`config.mk`:
```
export PLATFORM = sky130hd
export DESIGN_NAME = puzzle_selector_flat
export DESIGN_NICKNAME = d
export VERILOG_FILES = /design/src/rtl/game_pkg.sv /design/src/rtl/puzzle_selector_if.sv /design/src/rtl/lfsr16.sv /design/src/rtl/puzzle_selector.sv /design/src/flat_wrapper.sv
export SDC_FILE = /design/constraint.sdc
export NUM_CORES = 1
export LEC_CHECK = 0
export CAP_MARGIN = 25
export CORE_MARGIN = 2
export CORE_UTILIZATION = 46
export CTS_BUF_LIST = sky130_fd_sc_hd__clkbuf_8
export DETAILED_ROUTE_END_ITERATION = 16
export PLACE_DENSITY = 0.66
export SETUP_SLACK_MARGIN = 0.15
export SYNTH_ARGS = -nofsm -noshare
export SYNTH_HDL_FRONTEND = slang
export SYNTH_HIERARCHICAL = 1
export SYNTH_SLANG_ARGS = --single-unit
```
`constraint.sdc`:
```
create_clock -name clk -period 2.4 [get_ports clk]
set_clock_uncertainty 0.2 [all_clocks]
set_input_delay 0.48 -clock clk [delete_from_list [all_inputs] [get_ports clk]]
set_output_delay 0.48 -clock clk [all_outputs]
set_load 0.05 [all_outputs]
```
`src/rtl/game_pkg.sv`:
```
// Shared types and constants for the 24-game puzzle selection path.
package game_pkg;

    localparam int NUM_PUZZLES = 16;
    localparam int IDX_W = 4;
    localparam logic [IDX_W-1:0] DEFAULT_INDEX = 4'd15;

    // Feedback taps 16,14,13,11 expressed as bits 15,13,12,10
    localparam logic [15:0] LFSR_TAPS = 16'hB400;

    typedef enum logic [1:0] {
        IDLE,
        DRAW,
        ISSUE
    } sel_state_e;

    function automatic logic [IDX_W-1:0] fallback_idx(
        input logic [IDX_W-1:0] prev,
        input logic [IDX_W-1:0] skip
    );
        logic [IDX_W-1:0] f;
        f = prev + 1'b1;
        if (f == skip) f = f + 1'b1;
        return f;
    endfunction

endpackage

```
`src/rtl/puzzle_selector_if.sv`:
```
// New-game request in, puzzle index and status out.
interface puzzle_selector_if;
    import game_pkg::*;

    logic             new_game;
    logic [IDX_W-1:0] index;
    logic             index_valid;
    logic             busy;
    logic [7:0]       games_played;

    modport master (
        input  new_game,
        output index,
        output index_valid,
        output busy,
        output games_played
    );

    modport slave (
        output new_game,
        input  index,
        input  index_valid,
        input  busy,
        input  games_played
    );

endinterface

```
`src/rtl/lfsr16.sv`:
```
// Free-running 16-bit Fibonacci LFSR; a zero seed is promoted to 1.
module lfsr16
    import game_pkg::*;
#(
    parameter logic [15:0] SEED = 16'hACE1
) (
    input  logic        clk,
    input  logic        rst,
    output logic [15:0] out
);

    localparam logic [15:0] INIT = (SEED == 16'h0000) ? 16'h0001 : SEED;

    logic [15:0] lfsr_q;
    logic [15:0] lfsr_d;

    always_comb begin
        lfsr_d = {lfsr_q[14:0], ^(lfsr_q & LFSR_TAPS)};
    end

    always_ff @(posedge clk or posedge rst) begin
        if (rst) lfsr_q <= INIT;
        else     lfsr_q <= lfsr_d;
    end

    assign out = lfsr_q;

endmodule

```
`src/rtl/puzzle_selector.sv`:
```
// Draws the next puzzle ROM index on a new-game edge, rejecting
// repeats and the duplicate slot, with a deterministic fallback.
module puzzle_selector
    import game_pkg::*;
#(
    parameter logic [15:0]      LFSR_SEED  = 16'hACE1,
    parameter int unsigned      MAX_TRIES  = 4,
    parameter logic [IDX_W-1:0] SKIP_INDEX = 4'd14
) (
    input logic               clk,
    input logic               rst,
    puzzle_selector_if.master bus
);

    localparam logic [3:0] LAST_TRY = 4'(MAX_TRIES - 1);

    logic [15:0]      lfsr;
    logic             lfsr_unused;
    logic [IDX_W-1:0] cand;
    logic             cand_ok;
    logic             req;

    sel_state_e       state_q, state_d;
    logic [3:0]       tries_q, tries_d;
    logic [IDX_W-1:0] index_q, index_d;
    logic             valid_q, valid_d;
    logic             busy_q, busy_d;
    logic [7:0]       gp_q, gp_d;
    logic             ng_q, ng_d;

    lfsr16 #(.SEED(LFSR_SEED)) u_lfsr (
        .clk (clk),
        .rst (rst),
        .out (lfsr)
    );

    assign lfsr_unused = ^lfsr[15:IDX_W];
    assign cand        = lfsr[IDX_W-1:0];
    assign req         = bus.new_game & ~ng_q;
    // The last issued index doubles as the repeat-rejection reference
    assign cand_ok     = (cand != index_q) && (cand != SKIP_INDEX);

    always_comb begin
        state_d = state_q;
        tries_d = tries_q;
        index_d = index_q;
        gp_d    = gp_q;
        ng_d    = bus.new_game;
        unique case (state_q)
            IDLE: begin
                if (req) begin
                    state_d = DRAW;
                    tries_d = 4'd0;
                end
            end
            DRAW: begin
                if (cand_ok) begin
                    index_d = cand;
                    state_d = ISSUE;
                end else if (tries_q == LAST_TRY) begin
                    index_d = fallback_idx(index_q, SKIP_INDEX);
                    state_d = ISSUE;
                end else begin
                    tries_d = tries_q + 4'd1;
                end
            end
            ISSUE:   state_d = IDLE;
            default: state_d = IDLE;
        endcase
        valid_d = (state_d == ISSUE);
        busy_d  = (state_d != IDLE);
        if (valid_d && gp_q != 8'hFF) gp_d = gp_q + 8'd1;
    end

    always_ff @(posedge clk or posedge rst) begin
        if (rst) begin
            state_q <= IDLE;
            tries_q <= 4'd0;
            index_q <= DEFAULT_INDEX;
            valid_q <= 1'b0;
            busy_q  <= 1'b0;
            gp_q    <= 8'd0;
            ng_q    <= 1'b0;
        end else begin
            state_q <= state_d;
            tries_q <= tries_d;
            index_q <= index_d;
            valid_q <= valid_d;
            busy_q  <= busy_d;
            gp_q    <= gp_d;
            ng_q    <= ng_d;
        end
    end

    assign bus.index        = index_q;
    assign bus.index_valid  = valid_q;
    assign bus.busy         = busy_q;
    assign bus.games_played = gp_q;

endmodule

```
`src/flat_wrapper.sv`:
```
// flat-port wrapper written by rule: the top's interface ports become plain ports
module puzzle_selector_flat import game_pkg::*;
#(
    parameter logic [15:0]      LFSR_SEED  = 16'hACE1,
    parameter int unsigned      MAX_TRIES  = 4,
    parameter logic [IDX_W-1:0] SKIP_INDEX = 4'd14
)
  (clk, rst, bus_new_game, bus_index, bus_index_valid, bus_busy, bus_games_played);
  puzzle_selector_if bus_i ();
  input logic clk;
  input logic rst;
  input wire logic [$bits(bus_i.new_game)-1:0] bus_new_game;
  output wire logic [$bits(bus_i.index)-1:0] bus_index;
  output wire logic [$bits(bus_i.index_valid)-1:0] bus_index_valid;
  output wire logic [$bits(bus_i.busy)-1:0] bus_busy;
  output wire logic [$bits(bus_i.games_played)-1:0] bus_games_played;
  assign bus_i.new_game = bus_new_game;
  assign bus_index = bus_i.index;
  assign bus_index_valid = bus_i.index_valid;
  assign bus_busy = bus_i.busy;
  assign bus_games_played = bus_i.games_played;
  puzzle_selector #(.LFSR_SEED(LFSR_SEED), .MAX_TRIES(MAX_TRIES), .SKIP_INDEX(SKIP_INDEX)) u_core (.clk(clk), .rst(rst), .bus(bus_i));
endmodule
```
==> out/metrics.csv, run 1 <==
stage;metric;value;unit
cells_and_area;Total Nets Final;165;
pwr;sequential share of power;37.0;%
pwr;combinational share of power;44.7;%
placed_design;hpwl dp;2090;um
synthesis;Avg Inst Size Synth;12.5;sq um
critical_path;Reg2Reg Capture Point;u_core/bus.games_played[1]$_DFFE_PP0P_;
pwr;Pint;0.00142;W
pwr;NetSw;0.00102;W
pwr;Sw Share;41.9;%
timing;final setup TNS;0;ns
synthesis;syn_nets;141;
synthesis;YS warnings;6;
clock_tree;CTS tree;done;
critical_path;Max FO, Critical Path;3;
floorplanning;Die H;64.2;um
grt;initial antenna violation count;0;
synthesis;Synth Cell Area;1670;sq um
clock_tree;H-tree depth;2;
critical_path;data arrival time of the worst path;1.51;ns
clock_tree;clk_lat worst skew;0.29;ns
routing;WL met2;1390;um
routing;highest routed layer;met4;
critical_path;crit-path max cell delay;0.82;ns
pwr;Pleak;0.999;nW
routing;DRT Pass-1 Iters;4;
grt;largest net degree at the start of global routing;22;
critical_path;Setup CP Type;flip-flop to primary output;
cells_and_area;n_diodes;0;
routing;Post-DRT Antenna Nets;0;
grt;gr ovfl total;0;
routing;drt drc;0;
timing;Hold Violations, Final;0;
timing;Final min period;2.19;ns
flow_run;Max-Cap Viols;0;
grt;first-pass GRT wire length;5180;um
hold_path;hold path start;u_core/u_lfsr/out[9]$_DFF_PP0_;
floorplanning;Die ar.;4130;sq um
timing;final setup fails;0;
cells_and_area;Design Area, Final;2050;sq um
floorplanning;Placeable Area;3420;sq um
run_status;outcome;completed;
critical_path;Setup crit end kind;primary output;
hold_path;hold path depth;0;
timing;Relative slew margins;62.4;%
placed_design;Post-DP Area;1850;sq um
timing;RSZ-0062 raised after global routing;no;
grt;vias in the first global route;1129;
placed_design;Buffers on Ports;16;
critical_path;cell at the slowest stage of the critical path;clkdlybuf4s50_1;
timing;Fmax achieved;458;MHz
critical_path;family with the most delay on the worst path;buffers and inverters;
clock_tree;clock root buffer;clkbuf_8;
floorplanning;Initial Util;48.9;%
routing;M1 WL;1480;um
critical_path;Reg2Reg Setup Slack;0.23;ns
grt;GRT Util Overall;16.6;%
pwr;Clk pwr share;18.3;%
timing;final worst path period share;91.1;%
critical_path;CP Launch Type;flip-flop;
hold_path;Hold WC Path Type;flip-flop to flip-flop;
timing;measured slew at the worst slew-check pin;0.563;ns
floorplanning;Rows;21;
cells_and_area;area grow syn2layout;22.8;%
clock_tree;CTS sink cnt;37;
routing;DRT Wirelength;3060;um
clock_tree;Reg clk slew, reported paths;0.07;ns
critical_path;CP Buf/Inv Count;1;
critical_path;Reg-to-Reg Start;u_core/bus.index[2]$_DFFE_PP1P_;
critical_path;Required @ worst endpoint;1.72;ns
routing;DRT iter0 DRCs;44;
pwr;maximum VDD drop;591;uV
cells_and_area;most frequent cells in the layout;dfrtp_1, buf_4, dfstp_2, xnor2_1;
placed_design;Routability Congestion;0.838;
floorplanning;DIE WIDTH;64.2;um
critical_path;crit path cell chain;clkdlybuf4s50_1;
clock_tree;CTS Buf Count;5;
routing;Avg WL per Cell;15.0;um
clock_tree;hold_buf cts;0;
clock_tree;clock buffer depth;2;
routing;met3 wire len;127;um
pwr;power per cell area;1190;nW/um^2
critical_path;Worst R2R Path Depth;5;
hold_path;Worst Hold Endpoint;u_core/u_lfsr/out[10]$_DFF_PP1_;
timing;Slew Viols, Final;0;
synthesis;Mapped Cells;133;
routing;via count;1076;
cells_and_area;share of layout cells above drive strength 1;27.2;%
routing;vias per inst;5.27;
floorplanning;num ports;17;
cells_and_area;most common cell after layout, fill and taps aside;dfrtp_1;
==> worst reg2reg max path: stages (launching register included) <==
cell	delay (ns)
dfstp_4	0.68
xor2_4	0.20
o41ai_4	0.08
buf_4	0.17
a211oi_4	0.34
mux2_2	0.37
==> power groups by stage <==
| stage | Combinational (W) | Sequential [W] | Clock [W] |
|---|---|---|---|
| 2_1_floorplan | 0.000452 | 0.00118 | 0 |
| 3_3_place_gp | 0.000964 | 0.000915 | 0 |
| 3_5_place_dp | 0.000979 | 0.000919 | 0 |
| 4_1_cts | 0.000996 | 0.000911 | 0.000461 |
| 5_1_grt | 0.00117 | 0.000922 | 0.000484 |
| 6_report | 0.00109 | 0.000902 | 0.000447 |
==> through the flow <==
stage          utilization, %  hold slack (ns)  cells  total power [W]  setup slack, ns
2_1_floorplan               -            0.131    133          0.00163            0.136
3_3_place_gp             54.2            0.136    189          0.00188            0.166
3_5_place_dp             54.2            0.143    189          0.00190           0.0831
4_1_cts                  57.2            0.160    198          0.00237            0.155
5_1_grt                  60.0            0.162    204          0.00258            0.145
6_report                 60.0            0.157    204          0.00244            0.215
==> metal layers <==
layer / vias to the layer above / track usage (%)
li1: 516 / -
met1: 533 / 21.6
met2: 22 / 25.4
met3: 5 / 5.99
met4: 0 / 6.38
met5: - / 0
==> sequential cells by signal (all words and copies together), names as in the netlist <==
register,count
u_core/bus.index_valid,1
u_core/tries_q,4
u_core/u_lfsr/out,16
u_core/ng_q,1
u_core/state_q,2
u_core/bus.games_played,8
u_core/bus.index,4
u_core/bus.busy,1
==> repair_timing <==
| action | in CTS | in global routing |
|---|---|---|
| resized for setup | 1 | 11 |
| buffers inserted | 1 | 6 |
| pin swaps | 1 | 2 |
| endpoints found under the setup margin | 5 | 15 |
==> worst max-delay path by stage <==
stage	start	to	slack [ns]	cells after the start
after global placement	u_core/bus.index[2]$_DFFE_PP1P_	u_core/bus.games_played[1]$_DFFE_PP0P_	0.17	4
final	u_core/bus.games_played[5]$_DFFE_PP0P_	bus_games_played[5]	0.21	1
after floorplan	u_core/bus.index[3]$_DFFE_PP1P_	u_core/bus.games_played[5]$_DFFE_PP0P_	0.14	6
after global routing	u_core/bus.index[2]$_DFFE_PP1P_	u_core/bus.games_played[5]$_DFFE_PP0P_	0.15	6
after CTS	u_core/bus.index[2]$_DFFE_PP1P_	u_core/bus.games_played[1]$_DFFE_PP0P_	0.16	4
after detailed placement	u_core/bus.index[2]$_DFFE_PP1P_	u_core/bus.games_played[6]$_DFFE_PP0P_	0.08	5
==> layout make-up <==
type / count / area (sq um)
timing repair buffer: 24 / 224
clock buffer: 6 / 82.6
clock inverter: 2 / 13.8
tap: 46 / 57.6
sequential: 37 / 945
multi-input combinational: 84 / 708
fill: 286 / 1370
inverter: 5 / 18.8
(Power assumes the default switching activity.)
==> run 2: changes to the inputs <==
--- a/config.mk
+++ b/config.mk
@@ -11,6 +11,7 @@
 export CTS_BUF_LIST = sky130_fd_sc_hd__clkbuf_8
 export DETAILED_ROUTE_END_ITERATION = 16
 export PLACE_DENSITY = 0.66
+export REMOVE_ABC_BUFFERS = 1
 export SETUP_SLACK_MARGIN = 0.15
 export SYNTH_ARGS = -nofsm -noshare
 export SYNTH_HDL_FRONTEND = slang
==> run 2 against run 1 <==
  * Worst setup slack worse by 0.0057 ns
  * Clock power is 4% lower
  * Utilization is 0.55 points lower
  * Maximum frequency is 0.26% lower
  * Register-to-register slack hardly changed
  * First-iteration DRC count is 27% higher
  * Sequential cell count stayed put
  * Hold slack worse by 0.0060 ns
  * Via count is 1.5% higher
==> out/metrics.csv, run 2 (same netlist as run 1, synthesis figures left out) <==
stage;metric;value;unit;change
routing;DRT Pass-1 Iters;4;;unchanged
critical_path;CP Buf/Inv Count;1;;unchanged
critical_path;family with the most delay on the worst path;buffers and inverters;;
clock_tree;H-tree depth;2;;unchanged
floorplanning;Die ar.;4130;sq um;unchanged
clock_tree;clock root buffer;clkbuf_8;;
timing;final worst path period share;91.3;%;+0.24 points
clock_tree;clock buffer depth;2;;unchanged
timing;Hold Violations, Final;0;;unchanged
placed_design;hpwl dp;2140;um;+2.7%
placed_design;placed cells;190;;+0.53%
clock_tree;hold_buf cts;0;;unchanged
clock_tree;CTS Buf Count;5;;unchanged
cells_and_area;most common cell after layout, fill and taps aside;dfrtp_1;;
hold_path;hold path depth;0;;unchanged
cells_and_area;footprint of the multi-input gates;701;sq um;-1.1%
clock_tree;Reg clk slew, reported paths;0.07;ns;about the same
routing;DRT Wirelength;3050;um;-0.23%
critical_path;crit path cell chain;clkdlybuf4s50_1;;
critical_path;Required @ worst endpoint;1.72;ns;about the same
critical_path;CP Launch Type;flip-flop;;
timing;final setup fails;0;;unchanged
floorplanning;Initial Util;48.9;%;unchanged
floorplanning;num ports;17;;unchanged
grt;GRT Util Overall;16.7;%;+0.082 points
pwr;power per cell area;1190;nW/um^2;-0.33%
pwr;maximum VDD drop;556;uV;-5.9%
routing;drt drc;0;;unchanged
timing;measured slew at the worst slew-check pin;0.556;ns;-0.00692 ns
grt;initial antenna violation count;0;;unchanged
cells_and_area;area grow syn2layout;21.7;%;
timing;Final min period;2.19;ns;+0.00565 ns
critical_path;Max FO, Critical Path;4;;+1
cells_and_area;fill count;289;;+1.0%
grt;first-pass GRT wire length;5100;um;-1.5%
critical_path;crit-path max cell delay;0.82;ns;about the same
cells_and_area;Post-Layout Cell Count;204;;unchanged
grt;largest net degree at the start of global routing;22;;unchanged
cells_and_area;most frequent cells in the layout;dfrtp_1, buf_4, dfstp_2, xnor2_1, clkdlybuf4s50_1;;
cells_and_area;n_diodes;0;;unchanged
timing;Slew Viols, Final;0;;unchanged
placed_design;Buffers on Ports;16;;unchanged
pwr;Design Power;0.00241;W;-1.2%
critical_path;Worst R2R Path Depth;5;;unchanged
cells_and_area;max reg flops;16;;unchanged
timing;final setup TNS;0;ns;unchanged
routing;Avg WL per Cell;15.0;um;-0.23%
routing;via count;1092;;+1.5%
critical_path;cell at the slowest stage of the critical path;clkdlybuf4s50_1;;
floorplanning;Die H;64.2;um;unchanged
pwr;Pleak;0.961;nW;-3.8%
floorplanning;DIE WIDTH;64.2;um;unchanged
timing;RSZ-0062 raised after global routing;no;;
routing;DRT iter0 DRCs;56;;+27%
cells_and_area;share of layout cells above drive strength 1;27.2;%;unchanged
floorplanning;Placeable Area;3420;sq um;unchanged
flow_run;Max-Cap Viols;0;;unchanged
cells_and_area;Total Nets Final;165;;unchanged
run_status;outcome;completed;;
clock_tree;clk_lat worst skew;0.29;ns;about the same
critical_path;Setup crit end kind;primary output;;
clock_tree;CTS tree;done;;
timing;Final WS setup;0.209;ns;-0.00565 ns
timing;Fmax achieved;456;MHz;-0.26%
grt;gr ovfl total;0;;unchanged
critical_path;data arrival time of the worst path;1.51;ns;about the same
placed_design;Routability Congestion;0.810;;-3.4%
critical_path;Setup CP Type;flip-flop to primary output;;
hold_path;Hold WC Path Type;flip-flop to flip-flop;;
critical_path;Worst path depth;1;;unchanged
placed_design;Place WS;0.185;ns;+0.102 ns
cells_and_area;Reg area;941;sq um;-0.40%
timing;Relative slew margins;62.9;%;+0.46 points
clock_tree;CTS sink cnt;37;;unchanged
cells_and_area;final design utilization;59.5;%;-0.55 points
routing;Post-DRT Antenna Nets;0;;unchanged
floorplanning;Rows;21;;unchanged
routing;vias per inst;5.35;;+1.5%
grt;vias in the first global route;1043;;-7.6%
## run 2: layout make-up
type | count | area share [%]
clock buffer | 5 | 3.39
multi-input combinational | 84 | 34.5
inverter | 5 | 0.924
timing repair buffer | 24 | 11.0
sequential | 37 | 46.3
clock inverter | 3 | 1.05
tap | 46 | 2.83
## run 2: what timing repair did
item / 4_1_cts / 5_1_grt
buffers inserted: 0 / 6
gates resized for setup: 0 / 10
endpoints found under the hold margin: 0 / 0
endpoints found under the setup margin: 1 / 14
pin swaps: 1 / 1
## run 2: report_power, final
| part | leakage [nW] | switching, W | total [W] | internal [W] |
|---|---|---|---|---|
| registers | 0.459 | 0.000140 | 0.000895 | 0.000755 |
| logic | 0.457 | 0.000664 | 0.00108 | 0.000419 |
| clock network | 0.0445 | 0.000223 | 0.000428 | 0.000206 |
## run 2: final timing paths
check | startpoint | endpoint | slack [ns]
max in group asynchronous | rst | u_core/u_lfsr/out[7]$_DFF_PP1_ | 1.25
setup / recovery | u_core/bus.games_played[7]$_DFFE_PP0P_ | bus_games_played[7] | 0.21
hold reg to reg | u_core/u_lfsr/out[8]$_DFF_PP0_ | u_core/u_lfsr/out[9]$_DFF_PP0_ | 0.15
setup reg to reg | u_core/bus.index[1]$_DFFE_PP1P_ | u_core/bus.games_played[1]$_DFFE_PP0P_ | 0.22
hold / removal | u_core/u_lfsr/out[8]$_DFF_PP0_ | u_core/u_lfsr/out[9]$_DFF_PP0_ | 0.15
min in group asynchronous | rst | u_core/bus.index_valid$_DFF_PP0_ | 0.36
## run 2: per-layer routing
layer / global-route usage, % / up-vias / wire [um]
met4: 7.18 / 0 / 54
li1: - / 509 / -
met5: 0 / - / 0
met2: 22.9 / 24 / 1400
met3: 4.75 / 5 / 116
met1: 24.6 / 554 / 1480
## run 2: through the flow
stage | hold WS, ns | cell area [sq um]
detailed placement | 0.135 | 1840
finish | 0.151 | 2030
global route | 0.164 | 2030
CTS | 0.152 | 1930
floorplan | 0.131 | 1620
global placement | 0.137 | 1840
==> run 3: changes to the inputs <==
--- a/config.mk
+++ b/config.mk
@@ -10,10 +10,9 @@
 export CORE_UTILIZATION = 46
 export CTS_BUF_LIST = sky130_fd_sc_hd__clkbuf_8
 export DETAILED_ROUTE_END_ITERATION = 16
-export PLACE_DENSITY = 0.66
+export PLACE_DENSITY = 0.67
 export REMOVE_ABC_BUFFERS = 1
 export SETUP_SLACK_MARGIN = 0.15
 export SYNTH_ARGS = -nofsm -noshare
 export SYNTH_HDL_FRONTEND = slang
-export SYNTH_HIERARCHICAL = 1
 export SYNTH_SLANG_ARGS = --single-unit
==> run 3 against run 2 <==
  * Global-route usage fell by 1.3 points
  * Worst setup slack got worse by 0.0020 ns
  * Critical path type unchanged
  * Critical endpoint is now bus_games_played[4]
  * Hold slack better by 0.0025 ns
  * Utilization decreased by 1.7 points
  * Sequential share of layout area is 1.7 points higher
  * Via count fell by 7.3%
  * Combinational power is 16% lower
  * Largest power group unchanged
  * Power decreased by 9.2%
  * Largest cell class unchanged
  * Final cell count is 1.5% lower
  * Wire length is 15% lower
  * Non-clock buffer count is 3 lower
==> out/metrics.csv, run 3 <==
stage;metric;value;unit;change
synthesis;top post-synthesis cells by area;dfrtp_1, dfstp_2, xor2_1, ha_1, xnor2_1;;
synthesis;Synth Area in XOR/XNOR;8.45;%;
placed_design;Place WS;0.191;ns;+0.00546 ns
cells_and_area;final design utilization;57.7;%;-1.7 points
critical_path;Max FO, Critical Path;4;;unchanged
synthesis;Synth async-reset ratio;100;%;
grt;GRT Util Overall;15.4;%;-1.3 points
critical_path;Worst R2R Path Depth;5;;unchanged
grt;largest net degree at the start of global routing;38;;+73%
routing;DRT iter0 DRCs;53;;-5.4%
timing;final setup TNS;0;ns;unchanged
cells_and_area;share of layout cells above drive strength 1;25.8;%;-1.4 points
hold_path;hold path depth;0;;unchanged
routing;Avg WL per Cell;12.9;um;-14%
pwr;maximum VDD drop;538;uV;-3.2%
floorplanning;num ports;17;;unchanged
clock_tree;Reg clk slew, reported paths;0.07;ns;about the same
synthesis;Mapped Cells;130;;-2.3%
clock_tree;CTS Buf Count;5;;unchanged
floorplanning;Die ar.;4070;sq um;-1.5%
clock_tree;clock root buffer;clkbuf_8;;
synthesis;post-synth cell types;46;;
critical_path;crit-path max cell delay;0.82;ns;about the same
synthesis;YS warnings;0;;-6
timing;final setup fails;0;;unchanged
synthesis;post-synthesis simple-gate area fraction;15.6;%;
clock_tree;CTS tree;done;;
routing;drt drc;0;;unchanged
placed_design;Buffers on Ports;16;;unchanged
critical_path;Reg2Reg Capture Point;u_core.bus.games_played[4]$_DFFE_PP0P_;;
synthesis;count leader, synth;dfrtp_1;;
routing;Post-DRT Antenna Nets;0;;unchanged
timing;RSZ-0062 raised after global routing;no;;
synthesis;Synth Area in Compound Gates;9.82;%;
critical_path;family with the most delay on the worst path;buffers and inverters;;
critical_path;Reg2Reg Setup Slack;0.25;ns;+0.03 ns
synthesis;Post-synth EDFFs;0;;
critical_path;Setup CP Type;flip-flop to primary output;;
synthesis;Avg Inst Size Synth;12.6;sq um;+0.70%
critical_path;Reg-to-Reg Start;u_core.bus.index[2]$_DFFE_PP1P_;;
placed_design;hpwl dp;1770;um;-17%
grt;gr ovfl total;0;;unchanged
floorplanning;Initial Util;48.5;%;-0.40 points
floorplanning;DIE WIDTH;63.8;um;-0.74%
critical_path;data arrival time of the worst path;1.51;ns;about the same
clock_tree;clk_lat worst skew;0.29;ns;about the same
timing;Hold Violations, Final;0;;unchanged
synthesis;mux cell area share after synthesis;1.37;%;
critical_path;CP Launch Type;flip-flop;;
run_status;outcome;completed;;
grt;first-pass GRT wire length;4790;um;-6.1%
clock_tree;clock buffer depth;2;;unchanged
synthesis;Main synth FF type;dfrtp_1;;
cells_and_area;n_diodes;0;;unchanged
hold_path;Hold WC Path Type;flip-flop to flip-flop;;
pwr;Pleak;0.959;nW;-0.23%
timing;Final WS setup;0.207;ns;-0.00197 ns
critical_path;crit path cell chain;clkdlybuf4s50_1;;
synthesis;sequential element share of the synthesized area;57.3;%;
synthesis;Adder-Cell Fraction of Synth Area;3.81;%;
timing;final worst path period share;91.4;%;about the same
cells_and_area;Total Nets Final;162;;-1.8%
critical_path;Required @ worst endpoint;1.72;ns;about the same
hold_path;Worst Hold Endpoint;u_core.u_lfsr.out[9]$_DFF_PP0_;;
synthesis;share of the synthesized area in the top cell type;38.1;%;
floorplanning;Die H;63.8;um;-0.74%
flow_run;Max-Cap Viols;0;;unchanged
routing;vias per inst;5.03;;-5.9%
cells_and_area;most frequent cells in the layout;dfrtp_1, dfstp_2, nand2_1, xor2_1, buf_4;;
synthesis;cell type with the largest total area after synthesis;dfrtp_1;;
pwr;power per cell area;1120;nW/um^2;-5.7%
synthesis;Synth top cells by count;dfrtp_1, dfstp_2, nand2_1, xor2_1, inv_1;;
timing;Slew Viols, Final;0;;unchanged
timing;Fmax achieved;456;MHz;about the same
clock_tree;H-tree depth;2;;unchanged
cells_and_area;most common cell after layout, fill and taps aside;dfrtp_1;;
floorplanning;Rows;21;;unchanged
critical_path;CP Buf/Inv Count;1;;unchanged
timing;measured slew at the worst slew-check pin;0.504;ns;-0.0523 ns
timing;Final min period;2.19;ns;+0.00197 ns
critical_path;Setup crit end kind;primary output;;
cells_and_area;area grow syn2layout;19.1;%;
synthesis;largest family of logic cells by synthesized area;simple AND/OR/NAND/NOR gates;;
synthesis;register bit count reported by yosys;37;;
cells_and_area;max reg flops;16;;unchanged
placed_design;Routability Congestion;0.865;;+6.7%
hold_path;hold path start;u_core.u_lfsr.out[8]$_DFF_PP0_;;
clock_tree;hold_buf cts;0;;unchanged
routing;DRT Wirelength;2590;um;-15%
grt;vias in the first global route;1058;;+1.4%
routing;via count;1012;;-7.3%
clock_tree;CTS sink cnt;37;;unchanged
synthesis;Synth Cell Area;1640;sq um;-1.6%
critical_path;cell at the slowest stage of the critical path;clkdlybuf4s50_1;;
floorplanning;Placeable Area;3390;sq um;-0.77%
timing;Relative slew margins;66.4;%;+3.5 points
routing;DRT Pass-1 Iters;6;;+2
grt;initial antenna violation count;0;;unchanged
run 3: worst reg2reg max path, delay by kind of cell (launching register included):
family / cells / cell delay (ns)
AOI/OAI and AO/OA: 2 / 0.78
xor gates and xnor gates: 2 / 0.24
DFF: 1 / 0.62
and+or+nand+nor: 1 / 0.19
run 3: cell type report:
| type | count | area, sq um |
|---|---|---|
| multi-input combinational | 82 | 642 |
| tap | 46 | 57.6 |
| inverter | 7 | 26.3 |
| clock buffer | 5 | 68.8 |
| fill | 295 | 1430 |
| clock inverter | 3 | 21.3 |
| sequential | 37 | 941 |
| timing repair buffer | 21 | 200 |
run 3: report_power, final:
part           leakage (nW)  switching [W]  internal [W]
Sequential            0.458       0.000113      0.000739
Clock                0.0445       0.000226      0.000206
Combinational         0.456       0.000567      0.000335
run 3: routing by layer:
layer,track usage (%),part of all wire (%),vias up
met1,21.2,49,498
met2,22.1,46,13
met5,0,0,-
met3,4.75,3.1,6
met4,7.34,2.1,0
li1,-,-,495
run 3: cells by family (layout without fill, tap and decap cells):
kind of cell	count (synthesis)	count (layout)
adders and majority gates	5	5
DFF	37	37
xor gates and xnor gates	15	15
AOI/OAI and AO/OA	21	21
and+or+nand+nor	39	39
buffers and inverters	11	36
muxes	2	2
run 3: stage by stage:
step                      power, W  instance area [sq um]  hold WS (ns)  cells
final                      0.00219                   1960         0.153    201
after global routing       0.00234                   1960         0.168    201
after detailed placement   0.00177                   1850         0.138    192
after CTS                  0.00221                   1940         0.156    200
after global placement     0.00175                   1850         0.134    192
after floorplan            0.00150                   1610         0.131    126
run 3: what timing repair did:
item,CTS,global route
resized for setup,2,5
setup endpoints to repair,2,10
cloned,0,0
pin swaps,0,1
setup buffers,0,1
run 3: worst max-delay path by stage:
| stage | endpoint | cells after the start | start |
|---|---|---|---|
| 2_1_floorplan | u_core.bus.games_played[6]$_DFFE_PP0P_ | 5 | u_core.bus.index[0]$_DFFE_PP1P_ |
| 3_3_place_gp | u_core.tries_q[2]$_DFFE_PP0P_ | 3 | bus_new_game |
| 3_5_place_dp | u_core.tries_q[2]$_DFFE_PP0P_ | 3 | bus_new_game |
| 4_1_cts | bus_games_played[2] | 1 | u_core.bus.games_played[2]$_DFFE_PP0P_ |
| 5_1_grt | bus_games_played[4] | 1 | u_core.bus.games_played[4]$_DFFE_PP0P_ |
| 6_report | bus_games_played[4] | 1 | u_core.bus.games_played[4]$_DFFE_PP0P_ |
